[src/rtl/traffic_timebase.sv]
// traffic_timebase: 0..99 cycle timer with tick/wrap pulses and free-running 25%/12.5% dimming PWM
module traffic_timebase #(
    parameter int CLK_HZ  = 100_000_000,
    parameter int TICK_HZ = 10,
    parameter int PWM_DIV = 1000
) (
    input  logic       clk,
    input  logic       rst_n,
    input  logic       run,
    input  logic       clr,
    output logic [6:0] ten_secs,
    output logic       tick,
    output logic       cycle_wrap,
    output logic       pwm_25,
    output logic       pwm_12p5
);
    localparam int TICK_DIV = CLK_HZ / TICK_HZ;
    localparam int PW = $clog2(TICK_DIV);
    localparam int DW = PWM_DIV > 1 ? $clog2(PWM_DIV) : 1;
    localparam logic [PW-1:0] PRE_LAST = PW'(TICK_DIV - 1);
    localparam logic [DW-1:0] DIV_LAST = DW'(PWM_DIV - 1);
    localparam logic [6:0] TEN_LAST = 7'd99;
    logic [PW-1:0] pre_cnt_q, pre_cnt_d;
    logic [6:0]    ten_q, ten_d;
    logic          tick_q, tick_d, wrap_q, wrap_d, tick_ev;
    logic [DW-1:0] div_q, div_d;
    logic [2:0]    ph_q, ph_d;
    logic          p25_q, p12_q;
    // clr wins over a coincident tick; run=0 freezes prescaler and position
    always_comb begin
        tick_ev   = run && !clr && pre_cnt_q == PRE_LAST;
        pre_cnt_d = clr ? '0 : !run ? pre_cnt_q : pre_cnt_q == PRE_LAST ? '0 : pre_cnt_q + PW'(1);
        ten_d     = clr ? 7'd0 : !tick_ev ? ten_q : ten_q == TEN_LAST ? 7'd0 : ten_q + 7'd1;
        tick_d    = tick_ev;
        wrap_d    = tick_ev && ten_q == TEN_LAST;
        div_d     = div_q == DIV_LAST ? '0 : div_q + DW'(1);
        ph_d      = div_q == DIV_LAST ? ph_q + 3'd1 : ph_q;
    end
    // cycle timer state and its registered pulses
    always_ff @(posedge clk or negedge rst_n) begin
        if (!rst_n) begin
            pre_cnt_q <= '0;
            ten_q     <= 7'd0;
            tick_q    <= 1'b0;
            wrap_q    <= 1'b0;
        end else begin
            pre_cnt_q <= pre_cnt_d;
            ten_q     <= ten_d;
            tick_q    <= tick_d;
            wrap_q    <= wrap_d;
        end
    end
    // PWM phase generator runs regardless of run/clr; outputs lag ph by one clock
    always_ff @(posedge clk or negedge rst_n) begin
        if (!rst_n) begin
            div_q <= '0;
            ph_q  <= 3'd0;
            p25_q <= 1'b0;
            p12_q <= 1'b0;
        end else begin
            div_q <= div_d;
            ph_q  <= ph_d;
            p25_q <= ph_q < 3'd2;
            p12_q <= ph_q == 3'd0;
        end
    end
    assign ten_secs   = ten_q;
    assign tick       = tick_q;
    assign cycle_wrap = wrap_q;
    assign pwm_25     = p25_q;
    assign pwm_12p5   = p12_q;
endmodule

[config.mk]
export PLATFORM = sky130hd
export DESIGN_NAME = traffic_timebase
export DESIGN_NICKNAME = d
export VERILOG_FILES = /design/src/rtl/traffic_timebase.sv
export SDC_FILE = /design/constraint.sdc
export NUM_CORES = 1
export LEC_CHECK = 0
export ABC_AREA = 1
export CAP_MARGIN = 30
export CORE_MARGIN = 4
export CORE_UTILIZATION = 62
export CTS_BUF_LIST = sky130_fd_sc_hd__clkbuf_4
export DETAILED_ROUTE_END_ITERATION = 7
export GPL_ROUTABILITY_DRIVEN = 0
export PLACE_DENSITY = 0.87
export SLEW_MARGIN = 20
export SYNTH_ARGS = -nofsm -noshare
export SYNTH_HDL_FRONTEND = slang
export SYNTH_SLANG_ARGS = --single-unit
[constraint.sdc]
create_clock -name clk -period 2.1 [get_ports clk]
set_input_delay 0.42 -clock clk [delete_from_list [all_inputs] [get_ports clk]]
set_output_delay 0.42 -clock clk [all_outputs]
set_load 0.01 [all_outputs]
==> impl_metrics.tcl, run 1 <==
set metrics [dict create \
    start_kind "flip-flop" \
    n_antenna_cell 0 \
    yosysUniqueCellTypes 36 \
    path_delay_family "buffers and inverters" \
    rsz0062_at_grt "no" \
    post-route-util_pct 71.06 \
    cts.sinks 48 \
    cp_max_fo 7 \
    clock_tree.buffer_depth 2 \
    drt-total-wl_mm 5.961 \
    final_area_um2 3115 \
    syn_nets 375 \
    gr-total-overflow 0 \
    ys_warn_count 0 \
    critical_path_class "reg -> out" \
    critical_path.max_stage_delay_ps 600 \
    clkTransAtPathRegs_ps 140 \
    cp.arrival_ps 1440 \
    die_height_um 75.61 \
    drc 0 \
    grt_util_met2_pct 39.02 \
    cts-htree-levels 2 \
    nets 396 \
    p_leak_uw 0.001318 \
    post_cts_buffers 0 \
    postRouteAntennaNets 0 \
    grt_max_degree 25 \
    synth_top_cell_area_share_pct 42.38 \
    coreArea_um2 4384 \
    die_area_um2 5717 \
    dp_hpwl_mm 4.564 \
    hold_slack_ps -0.3222 \
    status "complete, but fails checks" \
    period_minus_slack_ps 1864 \
    timing.critical_path.cells "clkdlybuf4s50_1" \
    grt_usage_pct 23.89 \
    rows 24 \
    worstPathRequired_ps 1680 \
    globalRouteMet1Util_pct 31.86 \
    netlist_top_cells_area "dfrtp_1, nand2_1, nor2_1, nand3_1, inv_1" \
    avgSynthCellArea_um2 7.743 \
    gr-usage-met3_pct 3.826 \
    synth_seq_cells 48 \
    synth_edf_count 0 \
    finClkSkew_ps 8.357 \
    pwr_density_cell_nw_per_um2 502.2 \
    crit_slowest_cell "clkdlybuf4s50_1" \
    grt_pass1_vias 2328 \
    syn_area_um2 2834 \
    async_flop_share_pct 100.0 \
    synth_common_cells "nand2_1, dfrtp_1, nor2_1, inv_1, nand3_1" \
    io_buffers 14 \
    tns_ps 0 \
    placed_area_um2 3035 \
    setup_violations 0 \
    hold_class "in -> async" \
    hold_viol_final 1 \
    drtPass1Iterations 5 \
    max_clock_freq_ghz 0.5366 \
    fp.dieW_um 75.61 \
    fin_cells 440 \
    areaGrowthSynthToFinish_pct 9.934 \
    finalMaxSlewViolations 0 \
    synthCells 366 \
    cts_buffers 5 \
    drive_above_1_share_pct 12.11 \
    synth_top_cell_by_area "dfrtp_1" \
    wl_per_cell_um 13.55 \
    viasPerCell 5.623 \
    first_iter_violations 165 \
    worst_pin_slew_ps 518.0 \
    clk_latency_ps 360 \
    via_count 2474 \
    crit_path_end_kind "primary output" \
    max-vdd-ir-drop_uv 362.8 \
    violations "hold timing" \
    yosysMostFrequentCell "nand2_1" \
    busiest_layer "met2" \
    num_io_pins 15 \
    root_buffer "clkbuf_4" \
    yosys_most_used_dff "dfrtp_1" \
    seq_area_frac_synth_pct 42.38 \
    hold_buffers 0 \
    drv_cap 0 \
    timing.final.crit_share_pct 88.75 \
    grt_first_pass_wirelength_mm 10.44 \
    cts_resized 0 \
    initial_core_util_pct 64.64 \
    slew_headroom_pct 65.46 \
    path_buf_inv 1 \
    antenna_found_initial 0 \
    dpl.cell_count 432 \
    tritoncts "done" \
]
state kept, by name (all words and copies together) (netlist names):
| name | flops |
|---|---|
| div_q | 10 |
| pwm_12p5 | 1 |
| ph_q | 3 |
| tick | 1 |
| pwm_25 | 1 |
| cycle_wrap | 1 |
| ten_secs | 7 |
| pre_cnt_q | 24 |
final cells by class:
| cell class | count | area [um^2] |
|---|---|---|
| fillers | 344 | 1269 |
| clock inverters | 3 | 42.54 |
| multi-input cells | 272 | 1446 |
| flip-flops and latches | 48 | 1201 |
| clock buffers | 5 | 37.54 |
| inverters | 42 | 157.7 |
| repair buffers | 18 | 165.2 |
| well taps | 52 | 65.06 |
kinds of logic after synthesis:
kind of cell	Yosys count	share of synthesized area, %
and+or+nand+nor	215	35.32
DFF	48	42.38
buffers and inverters	46	6.578
adders and majority gates	5	2.208
AOI/OAI and AO/OA	37	8.874
xor gates and xnor gates	15	4.636
final timing paths:
path / slack (ps) / startpoint / end / cells past startpoint
worst max-delay path: 240 / ten_secs[2] / ten_secs[2] / 1
worst min-delay path: -0.3 / rst_n / pre_cnt_q[12] / 1
worst max register to register: 440 / div_q[0] / ph_q[2] / 7
worst min register to register: 490 / ph_q[1] / pwm_25 / 1
max in group asynchronous: 1520 / rst_n / ten_secs[2] / 2
min in group clk: 490 / ph_q[1] / pwm_25 / 1
where the power goes:
part           switching [uW]  leakage, uW  internal [uW]  total (uW)
registers                7.88     0.000643            930         938
logic                    53.1     0.000633           22.2        75.3
clock network             303    0.0000412            248         552
total                     364      0.00132           1200        1560
per-layer routing:
metal / vias up / share of wire (%)
met2: 56 / 50
met3: 12 / 4.1
met1: 1172 / 45
met5: - / 0
li1: 1234 / -
met4: 0 / 1.7
cells in the final DEF, fill, tap and decap left out, types with 7 or more instances in the layout:
master | Yosys | routed
xor2_1 | 13 | 13
inv_1 | 32 | 32
nor2_2 | 7 | 7
inv_2 | 8 | 8
nand2_1 | 96 | 96
nand4_1 | 8 | 8
dfrtp_1 | 48 | 48
clkdlybuf4s50_1 | 0 | 13
o21ai_1 | 16 | 16
nand3_1 | 32 | 32
nor2_1 | 48 | 48
nor3_1 | 7 | 7
metrics by stage:
stage	setup slack, ps	hold slack [ps]	power, uW
final	236.2	-0.3222	1565
after global routing	172.2	31.53	1636
after CTS	229.8	18.67	1572
after detailed placement	126.3	430.5	1032
after global placement	244.3	430.2	1029
after floorplan	632.8	124.4	990.1
Power figures use the tool's default switching activity.
==> inputs of run 2 (changes only) <==
--- a/config.mk
+++ b/config.mk
@@ -12,6 +12,7 @@
 export CTS_BUF_LIST = sky130_fd_sc_hd__clkbuf_4
 export DETAILED_ROUTE_END_ITERATION = 7
 export GPL_ROUTABILITY_DRIVEN = 0
+export GPL_TIMING_DRIVEN = 0
 export PLACE_DENSITY = 0.87
 export SLEW_MARGIN = 20
 export SYNTH_ARGS = -nofsm -noshare
==> constraint.sdc (replaced) <==
create_clock -name clk -period 2.1 [get_ports clk]
set_input_delay 0.42 -clock clk [delete_from_list [all_inputs] [get_ports clk]]
set_output_delay 0.42 -clock clk [all_outputs]
set_load 0.1 [all_outputs]
==> impl_metrics.tcl, run 2 (synthesis results as in run 1) <==
set metrics [dict create \
    clkTransAtPathRegs_ps 140 \
    drt-total-wl_mm 5.887 \
    layout_commonest_cell "nand2_1" \
    dp_hpwl_mm 4.571 \
    rsz0062_at_grt "no" \
    crit_slowest_cell "clkdlybuf4s15_1" \
    io_buffers 13 \
    setup_violations 0 \
    max-vdd-ir-drop_uv 432.8 \
    cp.arrival_ps 1620 \
    highest_layer "met4" \
    path_delay_family "buffers and inverters" \
    viasPerCell 5.608 \
    drtPass1Iterations 4 \
    clk_latency_ps 360 \
    grt_pass1_vias 2331 \
    period_minus_slack_ps 2039 \
    wl_met3_um 187 \
    hold_class "in -> async" \
    via_count 2473 \
    n_antenna_cell 0 \
    largest-register "pre_cnt_q" \
    cts.sinks 48 \
    grt_usage_pct 23.26 \
    nets 397 \
    status "finished clean" \
    pwr_density_cell_nw_per_um2 471.6 \
    initial_core_util_pct 64.64 \
    finalMaxSlewViolations 0 \
    finalWorstSetupSlack_ps 60.98 \
    timing.critical_path.cells "clkdlybuf4s15_1" \
    critical_path.max_stage_delay_ps 840 \
    antenna_found_initial 0 \
    hold_viol_final 0 \
    root_buffer "clkbuf_4" \
    cts_buffers 5 \
    path_buf_inv 1 \
    largest_reg_flops 24 \
    grt_max_degree 34 \
    drc 0 \
    rows 24 \
    finClkSkew_ps 20.44 \
    areaGrowthSynthToFinish_pct 8.962 \
    met1Wirelength_mm 2.589 \
    num_io_pins 15 \
    first_iter_violations 170 \
    drv_cap 0 \
    start_kind "flip-flop" \
    worst_pin_slew_ps 957.1 \
    dp_slack_ps 53.29 \
    final_cell_mix "nand2_1, nor2_1, dfrtp_1, inv_1, nand3_1" \
    wl_per_cell_um 13.35 \
    slew_headroom_pct 36.45 \
    fp.dieW_um 75.61 \
    post_cts_buffers 0 \
    die_area_um2 5717 \
    drive_above_1_share_pct 13.37 \
    worstPathRequired_ps 1680 \
    gr-total-overflow 0 \
    timing.final.crit_share_pct 97.10 \
    critical_path_class "reg -> out" \
    crit_path_end_kind "primary output" \
    grt_first_pass_wirelength_mm 10.25 \
    die_height_um 75.61 \
    met2WireLength_mm 2.917 \
    coreArea_um2 4384 \
    cp_max_fo 4 \
    clock_tree.buffer_depth 2 \
    postRouteAntennaNets 0 \
    p_leak_uw 0.001331 \
    max_clock_freq_ghz 0.4904 \
    hold_slack_ps 480.7 \
    cts-htree-levels 2 \
    tritoncts "done" \
]
run 2: power breakdown:
group          internal [uW]  total [uW]  switching [uW]
clock                    155         428             273
combinational           22.3        91.6            69.3
sequential               930         936            6.95
total                   1110        1460             349
run 2: final timing paths:
check | startpoint | to | slack, ps | depth (start not counted)
max in group asynchronous | rst_n | div_q[2] | 1110 | 3
hold / removal | rst_n | pre_cnt_q[14] | 480 | 2
setup / recovery | ten_secs[4] | ten_secs[4] | 60 | 1
hold reg to reg | ph_q[1] | pwm_25 | 480 | 1
setup reg to reg | pre_cnt_q[0] | ten_secs[0] | 410 | 9
min in group clk | ph_q[1] | pwm_25 | 480 | 1
run 2: layout make-up:
class / instances / area (um^2)
buffer: 4 / 28.78
clock buffer: 7 / 52.55
clock inverter: 1 / 3.754
fill: 336 / 1296
inverter: 42 / 157.7
multi-input combinational: 272 / 1446
sequential: 48 / 1201
tap: 52 / 65.06
timing repair buffer: 15 / 132.6
run 2: metrics by stage:
stage / power (uW) / utilization [%] / instances / setup TNS, ps / cell area, um^2
floorplan: 1005 / - / 366 / 0 / 2834
global placement: 1043 / 69.09 / 431 / -33570 / 3029
detailed placement: 1048 / 69.43 / 432 / 0 / 3044
CTS: 1473 / 70.86 / 441 / 0 / 3107
global route: 1517 / 70.43 / 441 / 0 / 3088
finish: 1456 / 70.43 / 441 / 0 / 3088
run 2: repair_timing:
item | 4_1_cts | 5_1_grt
endpoints found under the hold margin | 15 | 0
gates cloned | 0 | 0
resized for setup | 19 | 5
setup endpoints to repair | 11 | 5
hold buffers | 1 | 0
run 2: per-layer routing:
metal	vias up	global-route usage (%)
met5	-	0
li1	1233	-
met4	0	10.49
met1	1166	29.16
met2	53	39.31
met3	21	3.958
==> variant 1: new RTL, flow settings as in run 1 <==
Compare `pre_cnt_q` against `PRE_LAST` with >= in place of ==.
--- a/src/rtl/traffic_timebase.sv
+++ b/src/rtl/traffic_timebase.sv
@@ -28,7 +28,7 @@
     logic          p25_q, p12_q;
     // clr wins over a coincident tick; run=0 freezes prescaler and position
     always_comb begin
-        tick_ev   = run && !clr && pre_cnt_q == PRE_LAST;
+        tick_ev   = run && !clr && pre_cnt_q >= PRE_LAST;
         pre_cnt_d = clr ? '0 : !run ? pre_cnt_q : pre_cnt_q == PRE_LAST ? '0 : pre_cnt_q + PW'(1);
         ten_d     = clr ? 7'd0 : !tick_ev ? ten_q : ten_q == TEN_LAST ? 7'd0 : ten_q + 7'd1;
         tick_d    = tick_ev;
Behaviour: no difference found for any inputs over 10 cycles, from zero or initial values and one cycle with rst_n low; that may be too few to reach the edited logic, so the function may still have changed.
==> variant 1 against run 1 <==
- die area decreased by 2.0%
- setup slack improved by 0.010 ns
- cell area decreased by 2.7%
- sequential power decreased by 0.7%
- total power decreased by 8.8%
- routed wire length decreased by 2.6%
- area after synthesis decreased by 2.2%
- count of clock-buffer cells in the layout unchanged
- synthesized cell count increased by 2.2%
- sequential cell count unchanged
- utilization decreased by 1.4 points
- sequential share of layout area increased by 1.1 points
- global-route usage increased by 0.80 points
- clock skew increased by 0.0064 ns
- critical endpoint unchanged
- largest cell class unchanged
- largest power group unchanged
==> variant 1: results (changes against run 1) <==
crit path max fanout - 6 (was 7)
grt met3 use - 3.60% (was 3.83%)
clk buf depth - 2 (unchanged)
met2 usage - 39.9% (was 39.0%)
leakage power - 1.47 nW (was 1.32 nW)
share of layout cells above drive strength 1 - 8.10% (was 12.1%)
met1 GRT Util - 33.6% (was 31.9%)
I/O Buffers - 14 (unchanged)
RR Endpoint - pre_cnt_q[1]$_DFFE_PN0P_ (was ph_q[2]$_DFFE_PN0N_)
R2R cell count - 10 (was 7)
post-synth cell types - 29 (was 36)
synth cell count leaders - nand2_1, inv_1, dfrtp_1 (was nand2_1, dfrtp_1, nor2_1)
nets@finish - 403 (was 396)
first-pass GRT wire length - 10,700 um (was 10,400 um)
Rel. slew slack - 67.5% (was 65.5%)
WL/cell - 13.0 um (was 13.5 um)
Max stage delay on crit path - 0.58 ns (was 0.60 ns)
clk_skew - 0.0147 ns (was 0.00836 ns)
DR pass1 iterations - 4 (was 5)
DP HPWL - 4360 um (was 4560 um)
Worst R2R Setup Slack - 0.28 ns (was 0.44 ns)
CTS clock-pin slew for the worst setup and hold paths - 0.14 ns (about the same)
min-delay worst type - register to register (was input pin to async pin)
worst r2r src - pre_cnt_q[0]$_DFFE_PN0P_ (was div_q[0]$_DFF_PN0_)
ranking of synthesized cells by area - dfrtp_1, nand2_1, inv_1 (was dfrtp_1, nand2_1, nor2_1)
vias post-DR - 2,428 (was 2,474)
Placed Area - 2970 um^2 (was 3040 um^2)
peak supply drop - 0.385 mV (was 0.363 mV)
status - finished clean (was finished with violations)
DRT iter0 DRCs - 227 (was 165)
syn nets - 383 (was 375)
Total Routing Usage GR - 24.7% (was 23.9%)
vias in the first global route - 2,481 (was 2,328)
sequential fraction of the synthesis area - 43.3% (was 42.4%)
largest net degree at the start of global routing - 24 (was 25)
[variant 1: power by group]
group	internal, mW	switching, mW
sequential	0.928	0.00333
clock	0.130	0.302
combinational	0.0165	0.0477
total	1.07	0.353
[variant 1: area by class of cell]
cell class                 count  area, um^2
multi-input combinational    267        1340
timing repair buffer          19         175
clock buffer                   5        37.5
clock inverter                 3        17.5
tap                           52        65.1
fill                         339        1320
sequential                    48        1200
inverter                      53         199
[variant 1: worst max-delay path by stage]
stage / endpoint / slack, ns / depth (start not counted)
final: ten_secs[2] / 0.25 / 1
after global routing: ten_secs[1]$_DFFE_PN0P_ / 0.17 / 10
after CTS: ten_secs[4] / 0.25 / 1
after detailed placement: pre_cnt_q[9]$_DFFE_PN0P_ / 0.29 / 7
after global placement: pre_cnt_q[13]$_DFFE_PN0P_ / 0.38 / 7
after floorplan: pre_cnt_q[11]$_DFFE_PN0P_ / 0.60 / 11
[variant 1: what timing repair did]
item                      in CTS  in global routing
setup buffers                  0                  0
hold buffers                   1                  0
hold endpoints to repair       9                  0
[variant 1: routing by layer]
layer	part of all wire (%)	vias up
met3	4.7	9
met4	1.4	0
met5	0	-
met1	47	1126
li1	-	1239
met2	47	54
[variant 1: kinds of logic after synthesis]
kind of cell | Yosys count | synth area share [%]
AND/OR/NAND/NOR | 216 | 35.5
buffers and inverters | 59 | 8.44
adder cells (fa/ha/maj) | 5 | 2.26
XOR/XNOR | 13 | 4.11
AO/OA/AOI/OAI | 33 | 6.32
flip-flops | 48 | 43.3
[variant 1: through the flow]
stage,instances,hold slack [ns],setup WS (ns)
2_1_floorplan,374,0.124,0.603
3_3_place_gp,438,0.406,0.377
3_5_place_dp,438,0.414,0.293
4_1_cts,447,0.472,0.249
5_1_grt,447,0.494,0.172
6_report,447,0.479,0.247
==> variant 2: new RTL, config.mk and constraints of run 1 <==
Without the edit above. Change the parameter `CLK_HZ` from 100_000_000 to 200_000_000.
--- a/src/rtl/traffic_timebase.sv
+++ b/src/rtl/traffic_timebase.sv
@@ -1,6 +1,6 @@
 // traffic_timebase: 0..99 cycle timer with tick/wrap pulses and free-running 25%/12.5% dimming PWM
 module traffic_timebase #(
-    parameter int CLK_HZ  = 100_000_000,
+    parameter int CLK_HZ  = 200_000_000,
     parameter int TICK_HZ = 10,
     parameter int PWM_DIV = 1000
 ) (
Behaviour: no difference found for any inputs over 10 cycles, from zero or initial values and one cycle with rst_n low; that may be too few to reach the edited logic, so the function may still have changed.
==> variant 2 against run 1 <==
- setup slack improved by 0.038 ns
- combinational power decreased by 17%
- critical path depth unchanged
- largest cell class unchanged
- total power decreased by 6.5%
- via count increased by 3.1%
- routed wire length decreased by 3.1%
- utilization increased by 0.055 points
- die area increased by 1.4%
- sequential cell count increased by 1
- final cell count increased by 6.6%
- area after synthesis increased by 1.6%
- cell area increased by 0.76%
- clock power decreased by 18%
==> variant 2: results (changes against run 1) <==
status - finished clean (was finished with violations)
initial antenna violation count - 0 (unchanged)
sequential fraction of the synthesis area - 42.6% (was 42.4%)
post-synth cell types - 32 (was 36)
max FFs per register - 25 (was 24)
Arrival @ worst endpoint - 1.41 ns (was 1.44 ns)
WL/cell - 12.3 um (was 13.5 um)
DRT iter0 DRCs - 148 (was 165)
share of layout cells above drive strength 1 - 8.63% (was 12.1%)
syn nets - 406 (was 375)
synth cell count leaders - nand2_1, nor2_1, dfrtp_1 (was nand2_1, dfrtp_1, nor2_1)
largest net degree at the start of global routing - 27 (was 25)
peak supply drop - 0.442 mV (was 0.363 mV)
Vias/cell - 5.44 (was 5.62)
most flop-heavy register - pre_cnt_q (unchanged)
Total Routing Usage GR - 21.1% (was 23.9%)
DP HPWL - 4380 um (was 4560 um)
ranking of synthesized cells by area - dfrtp_1, nand2_1, nor2_1 (unchanged)
Placed Area - 3080 um^2 (was 3040 um^2)
Worst-Margin Slew - 0.568 ns (was 0.518 ns)
min-delay worst type - input pin to async pin (unchanged)
crit path max fanout - 6 (was 7)
DR pass1 iterations - 4 (was 5)
critical path startpoint - ten_secs[5]$_DFFE_PN0P_ (was ten_secs[2]$_DFFE_PN0P_)
clk_skew - 0.00879 ns (was 0.00836 ns)
Max stage delay on crit path - 0.57 ns (was 0.60 ns)
-- variant 2: logic make-up after synthesis --
logic type,share of synthesized area [%]
AND/OR/NAND/NOR,37.0
buffers and inverters,7.74
flip-flops,42.6
AO/OA/AOI/OAI,6.82
XOR/XNOR,3.65
adder cells (fa/ha/maj),2.17
-- variant 2: stage by stage --
| stage | std cells | utilization, % | hold slack, ns |
|---|---|---|---|
| 6_report | 469 | 71.1 | 0.0143 |
| 5_1_grt | 469 | 71.1 | 0.0457 |
| 4_1_cts | 469 | 71.1 | 0.0281 |
| 3_5_place_dp | 461 | 69.8 | 0.446 |
| 3_3_place_gp | 461 | 69.8 | 0.438 |
| 2_1_floorplan | 397 | - | 0.124 |
-- variant 2: final timing paths --
check / depth (start not counted) / slack, ns / to
max in group asynchronous: 2 / 1.56 / ph_q[1]$_DFFE_PN0N_
max reg2reg: 10 / 0.32 / pre_cnt_q[20]$_DFFE_PN0P_
min reg2reg: 1 / 0.45 / pwm_25$_DFF_PN0_
max: 1 / 0.27 / ten_secs[5]
min: 1 / 0.01 / pre_cnt_q[18]$_DFFE_PN0P_
min in group clk: 1 / 0.45 / pwm_25$_DFF_PN0_
-- variant 2: layer usage --
layer | global-route usage [%] | vias to the layer above | part of all wire, %
met4 | 5.59 | 0 | 1.0
met5 | 0 | - | 0
met2 | 35.4 | 57 | 47
met1 | 27.9 | 1189 | 48
li1 | - | 1299 | -
met3 | 4.26 | 6 | 4.5
-- variant 2: cell type report --
class,instances,area [um^2]
clock buffer,5,37.5
clock inverter,3,22.5
fill,361,1270
inverter,48,180
multi-input combinational,294,1430
sequential,49,1230
tap,52,65.1
timing repair buffer,18,178
-- variant 2: power breakdown --
part	switching, mW	internal, mW
Sequential	0.00318	0.947
Clock	0.318	0.133
Combinational	0.0448	0.0174
Total	0.366	1.10
